## config.mk

```make
export PLATFORM = sky130hd
export DESIGN_NAME = present_key_sched
export DESIGN_NICKNAME = d
export VERILOG_FILES = /design/src/rtl/present_pkg.sv /design/src/rtl/present_sbox4.sv /design/src/rtl/present_key_sched.sv
export SDC_FILE = /design/constraint.sdc
export NUM_CORES = 1
export LEC_CHECK = 0
export ABC_AREA = 1
export CAP_MARGIN = 30
export CORE_AREA = 3 3 107 109
export DETAILED_ROUTE_END_ITERATION = 6
export DIE_AREA = 0 0 110 112
export PLACE_DENSITY = 0.8
export RECOVER_POWER = 25
export SLEW_MARGIN = 5
export SYNTH_ARGS = -nofsm -noshare
export SYNTH_HDL_FRONTEND = slang
export SYNTH_SLANG_ARGS = --single-unit
```

## constraint.sdc

```tcl
create_clock -name sys_clk -period 1.83 [get_ports sys_clk]
set_input_delay 0.366 -clock sys_clk [delete_from_list [all_inputs] [get_ports sys_clk]]
set_output_delay 0.366 -clock sys_clk [all_outputs]
set_load 0.005 [all_outputs]
```

## src/rtl/present_pkg.sv

```systemverilog
// Shared constants for the PRESENT-80 key schedule: widths, 4-bit S-box
// tables (packed, entry x lives at bits [4x+3:4x]) and FSM state encoding.
package present_pkg;
  localparam int KEY_W = 80;
  localparam int BLK_W = 64;

  // S  = C,5,6,B,9,0,A,D,3,E,F,8,4,7,1,2 for inputs 0..F
  localparam logic [63:0] SBOX     = 64'h2174_8FE3_DA09_B65C;
  // S^-1 = 5,E,F,8,C,1,2,D,B,4,6,3,0,7,9,A for inputs 0..F
  localparam logic [63:0] INV_SBOX = 64'hA970_364B_D21C_8FE5;

  localparam logic [1:0] ST_IDLE = 2'd0;
  localparam logic [1:0] ST_RUN  = 2'd1;
  localparam logic [1:0] ST_DONE = 2'd2;
endpackage

```

## src/rtl/present_sbox4.sv

```systemverilog
// PRESENT 4-bit S-box; inv selects the inverse table.
module present_sbox4
  import present_pkg::*;
(
  input  logic [3:0] din,
  input  logic       inv,
  output logic [3:0] dout
);
  assign dout = inv ? INV_SBOX[{din, 2'b00} +: 4] : SBOX[{din, 2'b00} +: 4];
endmodule

```

## src/rtl/present_key_sched.sv

```systemverilog
// Iterative PRESENT-80 key schedule. Emits round keys 1..ROUNDS over a
// valid/ready handshake, one key update per accepted key.
// Optional macro PRESENT_KS_REVERSE_EN adds a reverse run (keys ROUNDS..1)
// starting from the final key register of the last forward run.
module present_key_sched
  import present_pkg::*;
#(
  parameter int ROUNDS = 32,
  parameter int CNT_W  = 6
) (
  input  logic              sys_clk,
  input  logic              sys_rst,
  input  logic              start,
  input  logic [KEY_W-1:0]  key_in,
  input  logic              dir,
  output logic [BLK_W-1:0]  rk,
  output logic              rk_valid,
  input  logic              rk_ready,
  output logic [CNT_W-1:0]  rk_round,
  output logic              busy,
  output logic              done
);
  logic [1:0]       state_q;
  logic [KEY_W-1:0] key_q, key_ld, key_rot, key_fwd, key_nxt;
  logic [CNT_W-1:0] round_q, round_nxt;
  logic [3:0]       sb_fwd;
  logic             last_rk;

  // key_in is presented MSB-first: key_in[0] carries key bit 79
  always_comb begin
    key_ld = '0;
    for (int j = 0; j < KEY_W; j++) key_ld[KEY_W-1-j] = key_in[j];
  end

  // forward update: rotl 61, S-box on the top nibble, XOR round index
  assign key_rot = {key_q[18:0], key_q[79:19]};
  present_sbox4 u_sbox_fwd (.din(key_rot[79:76]), .inv(1'b0), .dout(sb_fwd));
  assign key_fwd = {sb_fwd, key_rot[75:20], key_rot[19:15] ^ 5'(round_q), key_rot[14:0]};

`ifdef PRESENT_KS_REVERSE_EN
  logic             dir_q;
  logic [KEY_W-1:0] last_key, key_x, key_y, key_rev;
  logic [3:0]       sb_inv;

  // inverse update undoes the forward steps in reverse order
  assign key_x = {key_q[79:20], key_q[19:15] ^ 5'(round_q - 1'b1), key_q[14:0]};
  present_sbox4 u_sbox_inv (.din(key_x[79:76]), .inv(1'b1), .dout(sb_inv));
  assign key_y   = {sb_inv, key_x[75:0]};
  assign key_rev = {key_y[60:0], key_y[79:61]};

  assign key_nxt   = dir_q ? key_rev : key_fwd;
  assign round_nxt = dir_q ? round_q - 1'b1 : round_q + 1'b1;
  assign last_rk   = dir_q ? (round_q == CNT_W'(1)) : (round_q == CNT_W'(ROUNDS));

  // run direction and the final forward key, kept for a later reverse run
  always_ff @(posedge sys_clk) begin
    if (sys_rst) begin
      dir_q    <= 1'b0;
      last_key <= '0;
    end else begin
      if (state_q == ST_IDLE && start) dir_q <= dir;
      if (state_q == ST_RUN && rk_ready && last_rk && !dir_q) last_key <= key_q;
    end
  end
`else
  logic unused_dir;
  assign unused_dir = dir;
  assign key_nxt    = key_fwd;
  assign round_nxt  = round_q + 1'b1;
  assign last_rk    = (round_q == CNT_W'(ROUNDS));
`endif

  // control FSM plus key register and round counter
  always_ff @(posedge sys_clk) begin
    if (sys_rst) begin
      state_q <= ST_IDLE;
      key_q   <= '0;
      round_q <= '0;
    end else begin
      case (state_q)
        ST_IDLE: if (start) begin
`ifdef PRESENT_KS_REVERSE_EN
          if (dir) begin
            key_q   <= last_key;
            round_q <= CNT_W'(ROUNDS);
          end else begin
            key_q   <= key_ld;
            round_q <= CNT_W'(1);
          end
`else
          key_q   <= key_ld;
          round_q <= CNT_W'(1);
`endif
          state_q <= ST_RUN;
        end
        ST_RUN: if (rk_ready) begin
          if (last_rk) state_q <= ST_DONE;
          else begin
            key_q   <= key_nxt;
            round_q <= round_nxt;
          end
        end
        ST_DONE: state_q <= ST_IDLE;
        default: state_q <= ST_IDLE;
      endcase
    end
  end

  assign rk       = key_q[79:16];
  assign rk_round = round_q;
  assign rk_valid = (state_q == ST_RUN);
  assign busy     = (state_q == ST_RUN);
  assign done     = (state_q == ST_DONE);
endmodule

```

# Word-level counts from Yosys, hierarchy flattened
# Index checks and enable logic that the tools add are counted.
[totals]
reg_bits = 88
input_bits = 85
out_inout_bits = 73
word_cells = 29
[classes]
n_addsub = 1
n_eq_ne = 7
n_shift = 1
muxes = 12
bitwise = 1
reduce_logical = 4
[op_table]
columns = ["op", "n"]
rows = [
  ["$mux 80", 3],
  ["$pmux 80 s2", 1],
  ["$shiftx 64x7->4 const A", 1],
  ["$mux 6", 3],
  ["$pmux 6 s2", 1],
  ["$add 6x1->6 const B", 1],
  ["$eq 6x6->1 const B", 1],
  ["$mux 2", 3],
  ["$ne 2x2->1 const B", 3],
  ["$xor 5x5->5", 1],
  ["$pmux 2 s2", 1],
  ["$reduce_and 4->1", 1],
  ["$reduce_and 3->1", 1],
  ["$eq 2x1->1 const B", 1],
  ["$eq 2x2->1 const B", 1],
  ["$logic_not 2->1", 1],
  ["$ne 2x1->1 const B", 1],
  ["$reduce_bool 2->1", 1],
]

# Logic depth before layout (Yosys ltp)
# Gate-level depths: netlist of run 1.
[depth]
depth_word = 4
ltp_mapped = 12
depth_no_buf = 11

# Cells and area by module
# From an unflattened synthesis of run 1, not the netlist that was laid out.
[unflattened]
cells_unflattened = 828
hier_area_um2 = 5136.2
[by_module_without_submodules]
columns = ["module", "n_inst", "cells_each", "area_each_um2", "seq_area_each_um2"]
rows = [
  ["present_key_sched", 1, 765, 4797.1, 1761.7],
  ["present_sbox4", 1, 63, 339.1, 0.0],
]

# Worst setup path before layout of run 1
# Ideal clock, no wire load.
[synth_path]
path_type = "reg-to-reg"
start = "register round_q[0], in the netlist rk_round[0]"
end = "register key_q[20]"
setup_ns = 0.116
arrival_time_ns = 1.458
required_time_ns = 1.714
slack_ns = 0.257
path_stages_with_launch = 11
path_buffers = 2
period_less_slack_ns = 1.573
path_cell_list = "dfxtp_1 -> inv_1 -> ha_1 -> nand2_1 -> inv_1 -> nand3_1 -> nand3_1 -> buf_4 -> buf_4 -> nor2_1 -> nor2_1"
[synth_via]
elab_chain_len = 3
[synth_lines]
columns = ["item", "line_no", "rtl"]
rows = [
  ["start, declared", "present_key_sched.sv:25", "logic [CNT_W-1:0] round_q, round_nxt;"],
  ["start signal, assigned", "present_key_sched.sv:100", "round_q <= round_nxt;"],
  ["$eq 6x6->1", "present_key_sched.sv:70", "assign last_rk = (round_q == CNT_W'(ROUNDS));"],
  ["$ne 2x2->1 (no source line)", "-", ""],
  ["$reduce_and 4->1 (no source line)", "-", ""],
  ["end signal, assigned", "present_key_sched.sv:91", "key_q <= key_ld;"],
  ["end signal, assigned", "present_key_sched.sv:99", "key_q <= key_nxt;"],
  ["end, declared", "present_key_sched.sv:24", "logic [KEY_W-1:0] key_q, key_ld, key_rot, key_fwd, key_nxt;"],
]
# No other way between the ends.
# A chain may end at the register's enable or synchronous reset.

# Worst setup path after layout of run 1
[layout_path]
start = "register state_q[1]"
end = "output port done"
[layout_via]
elab_chain_len = 1
[layout_lines]
columns = ["item", "line_no", "rtl"]
rows = [
  ["start, declared", "present_key_sched.sv:23", "logic [1:0] state_q;"],
  ["start signal, assigned", "present_key_sched.sv:76", "state_q <= ST_IDLE;"],
  ["start signal, assigned", "present_key_sched.sv:94", "state_q <= ST_RUN;"],
  ["start signal, assigned", "present_key_sched.sv:97", "if (last_rk) state_q <= ST_DONE;"],
  ["$eq 2x2->1", "present_key_sched.sv:113", "assign done = (state_q == ST_DONE);"],
  ["end, declared", "present_key_sched.sv:21", "output logic done"],
]
# No other way between the ends.

==> results of run 1 <==
-- logic make-up after synthesis --
kind of cell,count (synthesis)
simple gates,453
fa+ha+maj,7
buf+inv,132
compound gates,95
xor+xnor,5
flops,88
-- Yosys cell counts --
cell        n
buf_1       1
nor3_1      3
or2_2       2
buf_6       3
nand2_2     2
inv_2       1
nand2_1   257
buf_4      70
xnor2_1     5
nand3_1    16
buf_2      16
nor2_1    171
a21oi_1     8
inv_1      20
o21ai_0    64
nor2_4      1
dfxtp_1    88
o21ai_1    23
clkbuf_1   21
nand4_1     1
ha_1        7
-- final cells by class --
type                            count  share of cell area
Clock buffer                       11              0.0204
Clock inverter                      5              0.0127
Inverter                           21              0.0123
Multi-Input combinational cell    560               0.367
Sequential cell                    88               0.275
Tap cell                          140              0.0273
Timing Repair Buffer              179               0.285
-- final timing paths --
check / end / slack (ns) / depth (start not counted)
max: done / 0.08 / 3
min: key_q[79] / 0.51 / 2
max reg2reg: key_q[21] / 0.20 / 9
min reg2reg: key_q[79] / 0.51 / 2
-- what timing repair did --
action / in CTS / in global routing
setup buffers: 1 / 0
resized for setup: 2 / 3
pin swaps: 1 / 0
endpoints found under the setup margin: 2 / 3
-- per-stage QoR --
step / instances / setup WS, ns / TNS (ns)
floorplan: 780 / 0.257 / 0
global placement: 987 / -0.0414 / -0.814
detailed placement: 987 / -0.0844 / -1.87
CTS: 1004 / 0.00858 / 0
global route: 1004 / 0.0101 / 0
finish: 1004 / 0.0836 / 0
-- worst max-delay path, cell delays in order, from the launching register on --
cell	delay [ns]
dfxtp_1	0.39
inv_2	0.07
nor2_1	0.08
clkdlybuf4s50_1	0.50
-- flip-flops by register name, summed over array words and instances (netlist names) --
register	count
state_q	2
key_q	80
rk_round	6
-- layer usage --
layer / share of wire / vias up
met5: 0 / -
met4: 0.014 / 0
met3: 0.074 / 15
met2: 0.46 / 155
met1: 0.45 / 2101
li1: - / 2505
-- power groups by stage --
| stage | combinational, mW | clock [mW] | sequential, mW |
|---|---|---|---|
| floorplan | 0.973 | 0 | 2.28 |
| global placement | 1.50 | 0 | 2.33 |
| detailed placement | 1.51 | 0 | 2.33 |
| CTS | 1.52 | 1.49 | 2.29 |
| global route | 1.68 | 1.57 | 2.32 |
| finish | 1.50 | 1.47 | 2.29 |
==> results.json, run 1 <==
{
  "status": "completed",
  "total_power_mw": 5.26,
  "path_max_fanout": 4,
  "cts_tree": "built",
  "slew_headroom": 0.771,
  "synth_compound_area_frac": 0.0968,
  "swShare": 0.303,
  "synthesis.nets": 872,
  "grt_pass1_vias": 4366,
  "layout.nets": 951,
  "drtIter0Drc": 328,
  "startpoint": "state_q[1]",
  "worstMarginPinSlew_ns": 0.343,
  "leakagePower_nw": 2.92,
  "synth_top_family_by_area": "simple AND/OR/NAND/NOR gates",
  "seqPwrFrac": 0.436,
  "slew_viol_final": 0,
  "cp-end-kind": "primary output",
  "grt_pass1_wl_um": 22000,
  "synthCells": 780,
  "clockBufferDepth": 2,
  "critPathArrivalTime_ns": 1.38,
  "whs_ns": 0.513,
  "fin_skew_ns": 0.00987,
  "num_rows": 38,
  "synth_area_um2": 4910,
  "synth_fa_ha_area_frac": 0.0178,
  "layout_min_cycle_time_ns": 1.75,
  "setup_viol": 0,
  "synth_top_area_frac": 0.359,
  "syn2layout_area_growth_pct": 30.8,
  "intPower_mw": 3.66,
  "ys_warn_count": 0,
  "grt_busiest_layer": "met2",
  "p_sw_mw": 1.60,
  "cts_inserted_buffers": 9,
  "clkTransAtPathRegs_ns": 0.08,
  "cts_hold_buf": 0,
  "grtUsageMet2": 0.347,
  "fp.dieW_um": 110,
  "hp-start": "key_q[79]",
  "fin_crit_sh": 0.954,
  "required_ns": 1.46,
  "final-hold-violation-count": 0,
  "grtUsageTotal": 0.225,
  "hp-class": "reg -> reg",
  "cts_max_level": 3,
  "final_antenna_net_count": 0,
  "multi_input_area_um2": 2360,
  "dieArea_um2": 12300,
  "place_area_um2": 6210,
  "comb_power_share": 0.285,
  "finalInstanceArea_um2": 6430,
  "layout_common_cells": "nand2_1 (257), nor2_1 (170), clkdlybuf4s50_1 (147)",
  "timing.fmax_ghz": 0.573,
  "final-seq-area_um2": 1770,
  "r2r_start": "rk_round[0]",
  "overflow": 0,
  "hpwl_um": 9480,
  "peakVddDrop_v": 0.000377,
  "clock_latency_ns": 0.35,
  "use_met1": 0.319,
  "dr_total_vias": 4776,
  "grt_max_degree": 80,
  "cap_violations": 0,
  "clkPwrFrac": 0.279,
  "drive_above_1_share": 0.0544,
  "drc": 0,
  "grt_setup_unrepaired": "no",
  "start_kind": "register",
  "nFillCells": 1014,
  "cts-root-buf": "clkbuf_8",
  "ys_seq_elements": 88,
  "ys_seq_area_frac": 0.359,
  "pin_count": 158,
  "core_um2": 10700,
  "antenna_found_initial": 0,
  "die_h_um": 112,
  "post-synth-top-area-cell": "dfxtp_1",
  "ys_types": 21,
  "synth_xor_area_frac": 0.00891,
  "final_common_cell": "nand2_1",
  "critPathKind": "reg -> out",
  "syn-mean-instance-area_um2": 6.30,
  "vias_per_cell": 4.76,
  "utilization": 0.601,
  "grt_use_met3": 0.0394,
  "antenna_cells": 0,
  "cts_sinks": 88,
  "synth-simple-area-share": 0.355,
  "synthMuxAreaShare": 0,
  "power.density_nw_per_um2": 818,
  "io_buffers": 156,
  "drt-total-wl_um": 13700,
  "wl_per_cell_um": 13.7,
  "place_congestion": 0.824,
  "ys_top_cells_by_area": "dfxtp_1 (36%), nand2_1 (20%), nor2_1 (13%)",
  "drt-pass1-iter-count": 4,
  "initial_core_util": 0.459
}
(Power assumes the default switching activity.)
==> inputs of run 2 (changes only) <==
--- a/config.mk
+++ b/config.mk
@@ -7,10 +7,10 @@
 export LEC_CHECK = 0
 export ABC_AREA = 1
 export CAP_MARGIN = 30
-export CORE_AREA = 3 3 107 109
+export CORE_AREA = 3 3 113 115
 export DETAILED_ROUTE_END_ITERATION = 6
-export DIE_AREA = 0 0 110 112
-export PLACE_DENSITY = 0.8
+export DIE_AREA = 0 0 116 118
+export PLACE_DENSITY = 0.75
 export RECOVER_POWER = 25
 export SLEW_MARGIN = 5
 export SYNTH_ARGS = -nofsm -noshare
==> constraint.sdc (replaced) <==
create_clock -name sys_clk -period 1.5 [get_ports sys_clk]
set_input_delay 0.3 -clock sys_clk [delete_from_list [all_inputs] [get_ports sys_clk]]
set_output_delay 0.3 -clock sys_clk [all_outputs]
set_load 0.005 [all_outputs]
==> run 2 against run 1 <==
Against the previous run:
- power up 49%
- clock skew shrank 0.0019 ns
- largest cell class unchanged
- core utilization increased by 5.7 points
- final area grew 22%
- sequential share of layout area down 4.2 points
- die area rose by 11%
- count of clock-buffer cells in the layout unchanged
- combinational power rose by 72%
- via count is 12% higher
- the run now ends with negative setup slack left
- first-iteration DRC count decreased by 6.1%
- hold slack got worse by 0.019 ns
==> results.json, run 2 (same netlist as run 1, synthesis figures left out) <==
{
  "whs_ns": 0.493,
  "largest_register": "key_q",
  "syn2layout_area_growth_pct": 59.5,
  "core_um2": 11900,
  "clock_latency_ns": 0.34,
  "grt_setup_unrepaired": "yes",
  "grt_pass1_wl_um": 25700,
  "antenna_cells": 0,
  "peakVddDrop_v": 0.000675,
  "largest_reg_flops": 80,
  "power.density_nw_per_um2": 1000,
  "fin_skew_ns": 0.00798,
  "cap_violations": 0,
  "total_power_mw": 7.86,
  "layout.nets": 1009,
  "drt-pass1-iter-count": 5,
  "grt_max_degree": 47,
  "startpoint": "state_q[0]",
  "nFillCells": 979,
  "cts_tree": "built",
  "slew_headroom": 0.819,
  "cts_sinks": 88,
  "r2r_start": "state_q[0]",
  "whs_path_depth": 2,
  "dr_total_vias": 5336,
  "layout_min_cycle_time_ns": 1.60,
  "final-hold-violation-count": 0,
  "timing.fmax_ghz": 0.624,
  "io_buffers": 156,
  "antenna_found_initial": 0,
  "fin_crit_sh": 1.07,
  "worstMarginPinSlew_ns": 0.269,
  "initial_core_util": 0.412,
  "final_common_cell": "nand2_1",
  "hpwl_um": 10300,
  "drt-total-wl_um": 17100,
  "final_antenna_net_count": 0,
  "drive_above_1_share": 0.267,
  "clockBufferDepth": 2,
  "critPathArrivalTime_ns": 1.84,
  "cp-end-kind": "register",
  "r2r_slack_ns": -0.10,
  "dieArea_um2": 13700,
  "start_kind": "register",
  "cts_inserted_buffers": 9,
  "post-place-ws_ns": -0.333,
  "num_rows": 40,
  "vias_per_cell": 4.99,
  "die_h_um": 118,
  "fin_ws_ns": -0.104,
  "cts-root-buf": "clkbuf_16",
  "overflow": 0,
  "cts_max_level": 3,
  "drtIter0Drc": 308,
  "multi_input_area_um2": 2830,
  "required_ns": 1.74,
  "slew_viol_final": 0,
  "layout_common_cells": "nand2_1 (247), nor2_1 (127), clkdlybuf4s50_1 (85)",
  "fp.dieW_um": 116,
  "hp-start": "key_q[8]",
  "critPathKind": "reg -> reg",
  "wl_per_cell_um": 16.0,
  "drc": 0,
  "grtUsageTotal": 0.236,
  "leakagePower_nw": 3.94,
  "final-seq-area_um2": 1820,
  "violations": "negative setup slack",
  "hp-class": "reg -> reg",
  "clkTransAtPathRegs_ns": 0.06,
  "pin_count": 158,
  "path_max_fanout": 8,
  "reg2reg_depth": 11,
  "status": "finished, violations left",
  "place_congestion": 0.890,
  "setup_viol": 77,
  "grt_pass1_vias": 4996
}
run 2: cell count changes in the layout (fill, tap and decap cells not counted), moves of 22 or more:
cell	change
dlygate4sd2_1	+49
clkdlybuf4s50_1	-62
dfxtp_1	-43
buf_4	+22
o21ai_2	+30
nor2_2	+22
nor2_1	-43
dfxtp_2	+42
o21ai_0	-51
run 2: per-stage QoR:
stage,instance area [um^2],cells,setup TNS [ns],utilization
CTS,7170,1053,-1.41,0.602
detailed placement,6430,1015,-23.37,0.540
global placement,6430,1015,-21.34,0.540
global route,7840,1069,-9.56,0.658
finish,7840,1069,-2.66,0.658
floorplan,4920,780,0,-
run 2: final cells by class:
class / count / area share
clock buffers: 11 / 0.0310
flip-flops and latches: 88 / 0.233
clock inverters: 5 / 0.0102
inverters: 21 / 0.0101
well taps: 147 / 0.0235
repair buffers: 237 / 0.332
multi-input cells: 560 / 0.361
run 2: what timing repair did:
| action | in CTS | in global routing |
|---|---|---|
| pin swaps | 5 | 34 |
| gates resized for setup | 149 | 178 |
| endpoints found under the hold margin | 0 | 0 |
| endpoints found under the setup margin | 154 | 107 |
| hold buffers | 0 | 0 |
| setup buffers | 19 | 11 |
| gates cloned | 5 | 7 |
run 2: layer usage:
layer / GRT usage / share of wire / wire length, um
met3: 0.0350 / 0.064 / 1090
met1: 0.329 / 0.43 / 7400
met2: 0.360 / 0.47 / 8100
met4: 0.0986 / 0.030 / 521
met5: 0 / 0 / 0
run 2: critical path, stage by stage, from the launching register on:
cell and delay [ns]:
dfxtp_2 0.35, buf_6 0.12, buf_6 0.11, nand2_8 0.06, nand2_4 0.08, nand2_4 0.06
nor2_4 0.22, buf_6 0.16, buf_12 0.14, nand3_1 0.08, nand2_1 0.08, nor2_1 0.04
run 2: report_power, final:
group	total [mW]	switching, mW	internal, mW
Sequential	2.82	0.205	2.62
Clock	2.45	0.950	1.50
Combinational	2.58	1.25	1.33
run 2: path summary, 6_finish.rpt:
check | endpoint
max reg2reg | rk_round[5]
min reg2reg | key_q[8]
min | key_q[8]
max | rk_round[5]
